===== src/rtl/ppu_deconverter.sv =====
// ppu_deconverter: rebuilds a linear 8bpp palette-index image from the SNES
// 8bpp bitplane tile image. Each strip is one 8-pixel row of one tile (8 plane
// bytes). Strips are processed in output raster order.
// Optional feature: define PPU_DECONV_CHECKSUM_EN for a 16-bit running sum of
// every written pixel. Without it, checksum is tied to zero.
//
// state | meaning
// ------+-------------------------------------------------------------
// IDLE  | counters cleared, waiting for start_tick
// REQ   | read address driven, issue read when inReadOK is high
// WAIT  | read in flight, down-counter to latch inReadData into plane[k]
// XPOSE | transpose 8 plane bytes into 8 pixel indices
// WRITE | stream 8 pixels to linear RAM, then advance strip counters
// DONE  | one-cycle done_tick, back to IDLE
module ppu_deconverter #(
  parameter int TILES_X      = 25,
  parameter int TILES_Y      = 20,
  parameter int READ_LATENCY = 2
) (
  input  logic        clock,
  input  logic        reset,
  output logic        active,
  input  logic        start_tick,
  output logic        done_tick,
  output logic [14:0] inReadAddress,
  input  logic [7:0]  inReadData,
  input  logic        inReadOK,
  output logic [14:0] outWriteAddress,
  output logic        outWriteEN,
  output logic [7:0]  outWriteData,
  output logic [15:0] checksum
);

  localparam int TXW = (TILES_X > 1) ? $clog2(TILES_X) : 1;
  localparam int TYW = (TILES_Y > 1) ? $clog2(TILES_Y) : 1;
  localparam int WW  = $clog2(READ_LATENCY + 1);

  typedef enum logic [2:0] {IDLE, REQ, WAIT, XPOSE, WRITE, DONE} stateType;

  stateType       state;
  stateType       stateNext;
  logic [TXW-1:0] tileX;
  logic [2:0]     y;
  logic [TYW-1:0] tileRow;
  logic [2:0]     k;
  logic [2:0]     pixIdx;
  logic [WW-1:0]  waitCnt;
  logic [7:0]     plane [8];
  logic [7:0]     pix [8];
  logic           lastStrip;
  logic [14:0]    tileIndex;
  logic [14:0]    lineIdx;

  assign lastStrip = (tileX == TXW'(TILES_X - 1)) && (y == 3'd7) &&
                     (tileRow == TYW'(TILES_Y - 1));

  assign tileIndex     = 15'(tileRow) * 15'(TILES_X) + 15'(tileX);
  assign inReadAddress = (tileIndex << 6) | {9'd0, k[2:1], y, k[0]};

  assign lineIdx         = 15'(tileRow) * 15'd8 + {12'd0, y};
  assign outWriteAddress = lineIdx * 15'(TILES_X * 8) + 15'(tileX) * 15'd8 + {12'd0, pixIdx};
  assign outWriteData    = (state == WRITE) ? pix[pixIdx] : 8'd0;

  // State register
  always_ff @(posedge clock) begin
    if (reset) state <= IDLE;
    else       state <= stateNext;
  end

  // Next-state decode and control outputs
  always_comb begin
    stateNext  = state;
    active     = (state != IDLE);
    done_tick  = 1'b0;
    outWriteEN = 1'b0;
    case (state)
      IDLE:  if (start_tick) stateNext = REQ;
      REQ:   if (inReadOK) stateNext = WAIT;
      WAIT:  if (waitCnt == '0) stateNext = (k == 3'd7) ? XPOSE : REQ;
      XPOSE: stateNext = WRITE;
      WRITE: begin
        outWriteEN = 1'b1;
        if (pixIdx == 3'd7) stateNext = lastStrip ? DONE : REQ;
      end
      DONE: begin
        done_tick = 1'b1;
        stateNext = IDLE;
      end
      default: stateNext = IDLE;
    endcase
  end

  // Strip counters, read-latency timer, plane capture and transpose
  always_ff @(posedge clock) begin
    if (reset) begin
      tileX   <= '0;
      y       <= '0;
      tileRow <= '0;
      k       <= '0;
      pixIdx  <= '0;
      waitCnt <= '0;
      for (int i = 0; i < 8; i++) begin
        plane[i] <= '0;
        pix[i]   <= '0;
      end
    end else begin
      case (state)
        IDLE: begin
          tileX   <= '0;
          y       <= '0;
          tileRow <= '0;
          k       <= '0;
          pixIdx  <= '0;
          waitCnt <= '0;
        end
        REQ: if (inReadOK) waitCnt <= WW'(READ_LATENCY - 1);
        WAIT: begin
          if (waitCnt == '0) begin
            plane[k] <= inReadData;
            if (k != 3'd7) k <= k + 3'd1;
          end else begin
            waitCnt <= waitCnt - WW'(1);
          end
        end
        XPOSE: begin
          // pixel 0 is the leftmost, i.e. bit 7 of every plane byte
          for (int i = 0; i < 8; i++)
            for (int b = 0; b < 8; b++)
              pix[i][b] <= plane[b][7-i];
        end
        WRITE: begin
          if (pixIdx == 3'd7) begin
            pixIdx <= '0;
            k      <= '0;
            if (tileX == TXW'(TILES_X - 1)) begin
              tileX <= '0;
              if (y == 3'd7) begin
                y <= '0;
                if (tileRow == TYW'(TILES_Y - 1)) tileRow <= '0;
                else tileRow <= tileRow + TYW'(1);
              end else begin
                y <= y + 3'd1;
              end
            end else begin
              tileX <= tileX + TXW'(1);
            end
          end else begin
            pixIdx <= pixIdx + 3'd1;
          end
        end
        default: ;
      endcase
    end
  end

`ifdef PPU_DECONV_CHECKSUM_EN
  // Running sum of written pixels, cleared when a start is accepted
  always_ff @(posedge clock) begin
    if (reset)                            checksum <= '0;
    else if (state == IDLE && start_tick) checksum <= '0;
    else if (outWriteEN)                  checksum <= checksum + {8'd0, outWriteData};
  end
`else
  assign checksum = 16'd0;
`endif

endmodule


===== config.mk =====
export PLATFORM = sky130hd
export DESIGN_NAME = ppu_deconverter
export DESIGN_NICKNAME = d
export VERILOG_FILES = /design/src/rtl/ppu_deconverter.sv
export SDC_FILE = /design/constraint.sdc
export NUM_CORES = 1
export LEC_CHECK = 0
export ABC_AREA = 1
export CORE_ASPECT_RATIO = 0.5
export CORE_MARGIN = 1.5
export CORE_UTILIZATION = 55
export DETAILED_ROUTE_END_ITERATION = 16
export GPL_TIMING_DRIVEN = 0
export MAX_ROUTING_LAYER = met4
export PLACE_DENSITY = 0.76
export SETUP_SLACK_MARGIN = 0.05
export SYNTH_ARGS = -nofsm -noshare
export SYNTH_HDL_FRONTEND = slang
export SYNTH_SLANG_ARGS = --single-unit

===== constraint.sdc =====
create_clock -name clock -period 7.6 [get_ports clock]
set_input_delay 0.76 -clock clock [delete_from_list [all_inputs] [get_ports clock]]
set_output_delay 0.76 -clock clock [all_outputs]
set_load 0.02 [all_outputs]

==> Word level (Yosys, flattened, before mapping) <==
Memory sizes are Yosys's and may differ from the RTL's. A register that Yosys moved wholly into a read port is not among the register bits.
Cells that the tools add are included.
{ "op_classes": {"addsub": 10, "mul": 2, "eq_ne": 19, "n_mux": 109, "n_bitwise": 65, "n_reduce_logical": 15} }
{ "ops": {"columns": ["cell", "count"], "rows": [
  ["$mux W1", 76],
  ["$or A1 B1 Y1", 64],
  ["$mux W3", 15],
  ["$mux W5", 6],
  ["$pmux W5 S2", 2],
  ["$mux W8", 2],
  ["$add A15 B3 Y15", 1],
  ["$add A15 B8 Y15", 1],
  ["$eq A3 B3 Y1 const B", 5],
  ["$or A15 B6 Y15", 1],
  ["$pmux W3 S5", 1],
  ["$ne A2 B2 Y1 const B", 7],
  ["$mul A9 B5 Y12 const B", 1],
  ["$pmux W3 S2", 2],
  ["$reduce_and A4 Y1", 3],
  ["$add A5 B1 Y5 const B", 2],
  ["$eq A5 B5 Y1 const B", 2],
  ["$add A3 B1 Y3 const B", 3],
  ["$add A8 B3 Y9", 1],
  ["$add A9 B5 Y9", 1],
  ["$mul A5 B5 Y9 const B", 1],
  ["$pmux W3 S3", 1],
  ["$reduce_bool A3 Y1", 3],
  ["$reduce_or A8 Y1", 1],
  ["other kinds (13)", 18]
]} }
{ "totals": {"regBits": 24, "ram_bits": 128, "input_bits": 12, "output_inout_bits": 57, "elab_cells": 229, "n_memories": 2} }
{ "mem_list": {"columns": ["memory", "depth", "word_bits", "read_ports", "rd_ports_with_merged_regs", "wr", "line_no", "rtl"], "rows": [
  ["pix", 8, 8, 1, 1, 8, "49", "logic [7:0] pix [8];"],
  ["plane", 8, 8, 8, 0, 8, "48", "logic [7:0] plane [8];"]
]} }

==> Depth between registers and ports, before layout <==
Gate-level depths: netlist of run 1.
{ "logic_depth": {"word_depth": 7, "ltp_mapped": 15, "mapped_depth_nobuf": 15} }

==> Worst setup path after synthesis of run 1 <==
No wires, ideal clock.
{ "synth_path": {"path_kind": "flip-flop to output port", "start": "register tileRow[0]", "end": "output outWriteAddress[12]", "arrival_ns": 2.873, "required_time_ns": 6.840, "setup_slack_ns": 3.967, "path_stages_with_launch": 13, "n_path_buf": 0, "cell_sequence": "dfxtp_1 -> ha_1 -> ha_1 -> inv_1 -> fa_1 -> inv_1 -> ha_1 -> or2_2 -> nand3_1 -> nand2_1 -> nand2_1 -> nor2_1 -> xor2_1"} }
{ "synth_between": {"elab_chain_cells": 4} }
{ "synth_lines": {"columns": ["item", "line_no", "rtl"], "rows": [
  ["start: declaration", "44", "logic [TYW-1:0] tileRow;"],
  ["start signal: assignment", "140", "else tileRow <= tileRow + TYW'(1);"],
  ["$add A8 B3 Y9", "60", "assign lineIdx = 15'(tileRow) * 15'd8 + {12'd0, y};"],
  ["$mul A9 B5 Y12", "61", "assign outWriteAddress = lineIdx * 15'(TILES_X * 8) + 15'(tileX) * 15'd8 + {12'd0, pixIdx};"],
  ["$add A15 B8 Y15", "61", null],
  ["$add A15 B3 Y15", "61", null],
  ["end: declaration", "28", "output logic [14:0] outWriteAddress,"]
]} }
No other way between the ends.

==> Worst setup path in the final report of run 1 <==
{ "layout_path": {"start": "register tileRow[0]", "end": "output outWriteAddress[14]"} }
The elaborated chain is that of the path after synthesis.

==> implementation parameters, run 1 <==
Parameter                              Value

Clock network
  Clock latency on the worst-skew pair    430 ps
  Clock tree from TritonCTS    built
  Number of resized instances in the post-cts repair step    0
  Root buffer selected by CTS    clkbuf_16
  Number of H-tree levels    4
  CTS sink count    155
  Post-CTS clock slew at the launch and capture registers of the worst setup and hold paths    70 ps
  Buffers from clock root to sink, at most    2
  Hold bufs inserted after CTS    0
  Post-CTS Setup Bufs    0
  Number of CTS-inserted buffers    17

Drt
  Vias after detailed routing    6180
  Post-route DRC    0
  Number of violations reported at the end of detailed-routing iteration 0    414
  Detail-routed net length per standard cell    14.8 um
  Via/cell ratio    5.14
  Count of nets left with antenna violations after detail routing    0
  Total wire length after detailed routing    17800 um
  DR pass1 iterations    5

Yosys
  Synthesized cell area    ~8400 um2
  Synthesis Warnings    0
  Post-synthesis average cell area    9.22 um2
  Sequential-to-total area share from yosys stat    a little over half
  Number of unique standard cell types used by synthesis    38
  Portion of synthesized cell area occupied by the leading cell type    46.0%
  Mapped Cells    906
  Ranking of synthesized cells by area    edfxtp_1 (46%), nor2_1 (9.8%), ha_1 (8.2%)
  Number of flip-flops and latches in the synthesized netlist    155
  Library cell with the largest summed area after synthesis    edfxtp_1

Worst setup path
  Setup crit end kind    output port
  Setup crit start    tileRow[0]
  Type of the worst setup path    reg2out
  Data required, critical path    ~6800 ps
  Startpoint type of the worst setup path    flop
  Arrival time at the worst endpoint    between 4000 and 5000 ps
  R2R depth    6
  R2r startpoint    state[1]
  R2R Path End    plane[3][2]
  Reg-to-reg setup timing slack    5490 ps
  Largest fanout on the critical path    9

Finish
  Final net count    1066
  Antenna Cells    0
  Leading cell types in the layout, fill and taps excluded    nor2_1 (217), inv_1 (139), edfxtp_1 (128)
  Growth of design area from synthesis to finish    17.7%
  Most common cell after layout, fill and taps aside    nor2_1
  Layout cells sized above 1    under 10%

STA
  Hold slack final    466 ps
  Final count of hold timing violations    0
  Max Clk Rate    207 MHz
  Shortest period the worst path allows    4840 ps
  RSZ-0062 raised after global routing    no
  Period Utilization, post-route    63.7%
  Maximum clock skew at final layout    10.4 ps
  Tightest slew margin relative to the limit    43.2%
  Setup violations, final    0
  Total negative setup slack    0 ps
  Max Transition Viols Final    0
  Slew at the pin closest to its max-slew limit    about 850 ps

Placed design
  Count of input and output buffers    52
  Detailed placement HPWL    12700 um
  Final RePlAce weighted congestion    0.891

Power and ir drop
  P_leak    4.50 nW
  Worst IR drop on VDD    175 uV
  Cell Pwr Density    275 nW/um2

Floorplan
  Area enclosed by the die boundary    around 16000 um2
  Effective utilization at floorplan    57.0%
  Horizontal extent of the die    177 um
  Die span in y    90.1 um
  Total I/O pin count    69
  Num rows    31
  Core area    14700 um2

Hold path
  Hold depth    2
  Class of the tightest hold or removal check    reg2reg
  Worst Min Path Start    waitCnt[1]
  Hold EP    waitCnt[1]

GRT
  Global-route wire length before repair    28900 um
  Pin count of the biggest net entering global routing    65
  Global-route total usage across every layer    about a quarter
  Grt ovf    0
  Via count of the first global-routing pass    6106
  Antenna violations before repair    0

Run status
  Run status    completed

Run
  Maximum Capacitance Violations    0
## power by group
part / switching, mW / internal [mW]
combinational: 0.477 / 0.256
clock: 0.387 / 0.536
sequential: 0.0577 / 0.987
## cells by family (layout without fill, tap and decap cells)
kind of cell    Yosys count  count (layout)  synth area share, %
simple gates            402             402                 21.0
flops                   155             155                 52.5
other cells               1              16               0.0449
xor+xnor                 13              13                 1.36
fa+ha+maj                62              62                 9.92
compound gates           89              89                 5.84
buf+inv                 184             268                 9.32
## flip-flops by register name, summed over array words and instances, names as in the netlist, named ones only
register  cells
pix          64
plane        64
tileRow       5
tileX         5
k             3
pixIdx        3
state         3
y             3
waitCnt       2
## layer usage
metal	global-route usage, %	wire (um)
met1	28.5	7350
met2	42.5	9000
met3	4.36	1120
met4	7.84	295
met5	-	0
## final cells by class
| type | count | area, um2 |
|---|---|---|
| repair buffers | 52 | 520 |
| well taps | 198 | 248 |
| plain buffers | 39 | 234 |
| flip-flops and latches | 155 | 4380 |
| fillers | 1158 | 4830 |
| inverters | 145 | 544 |
| clock buffers | 17 | 425 |
| multi-input cells | 582 | 3250 |
| clock inverters | 15 | 224 |
## worst max path at each step
stage                           to  slack (ps)  depth (start not counted)
2_1_floorplan  outWriteAddress[12]        3970                         12
3_3_place_gp   outWriteAddress[14]        3250                         15
3_5_place_dp   outWriteAddress[14]        3190                         15
4_1_cts        outWriteAddress[14]        2740                         15
5_1_grt        outWriteAddress[14]        2540                         15
6_report       outWriteAddress[14]        2760                         15
## critical path, stage by stage, from the launching register on
cell and delay [ps]:
dfxtp_1 540, ha_1 350, ha_1 300, inv_1 50
fa_1 510, inv_1 40, ha_1 380, or2_2 320
nand3_1 140, nand2_1 90, nand2_1 70, nand2_1 70
nor2_1 90, nand3_1 70, nand2_1 70, clkdlybuf4s50_1 590
## Yosys cell counts
library cell / n
a211oi_1: 1
a21oi_1: 29
a21oi_2: 1
a31oi_1: 2
buf_1: 1
buf_2: 1
buf_4: 19
buf_6: 2
clkbuf_1: 16
clkinv_1: 1
conb_1: 1
dfxtp_1: 27
edfxtp_1: 128
fa_1: 7
ha_1: 55
inv_1: 139
inv_2: 5
nand2_1: 106
nand2_4: 9
nand3_1: 33
nand3_2: 1
nand3b_1: 2
nand4_1: 4
nor2_1: 217
nor2_2: 10
nor2_4: 2
nor2_8: 1
nor3_1: 9
nor3_4: 2
nor3b_2: 1
nor4_1: 1
o21ai_0: 47
o21ai_2: 1
o32ai_1: 8
or2_0: 1
or2_2: 3
xnor2_1: 5
xor2_1: 8
## metrics by stage
step           cell area, um2  instances  utilization, %  setup slack [ps]  total power, mW
3_3_place_gp             9180       1171            62.6              3250             1.77
6_report                 9830       1203            67.0              2760             2.70
4_1_cts                  9830       1203            67.0              2740             2.70
3_5_place_dp             9180       1171            62.6              3190             1.79
2_1_floorplan            8410        921               -              3970             1.55
5_1_grt                  9830       1203            67.0              2540             2.83
Note: power is estimated with default switching activity, not from simulation.
==> run 2: changes to the inputs <==
clock period = 4.9 ns   (was 7.6 ns; I/O delays follow)
==> results of run 2 <==
Same layout as run 1 (identical final DEF). Status: completed.
Main changes from that run: setup slack after placement 3190 ps -> 758 ps; setup slack after layout 2760 ps -> 331 ps; register-to-register setup slack 5490 ps -> 2790 ps; total power 2.70 mW -> 4.19 mW; worst IR drop on VDD 175 uV -> 272 uV
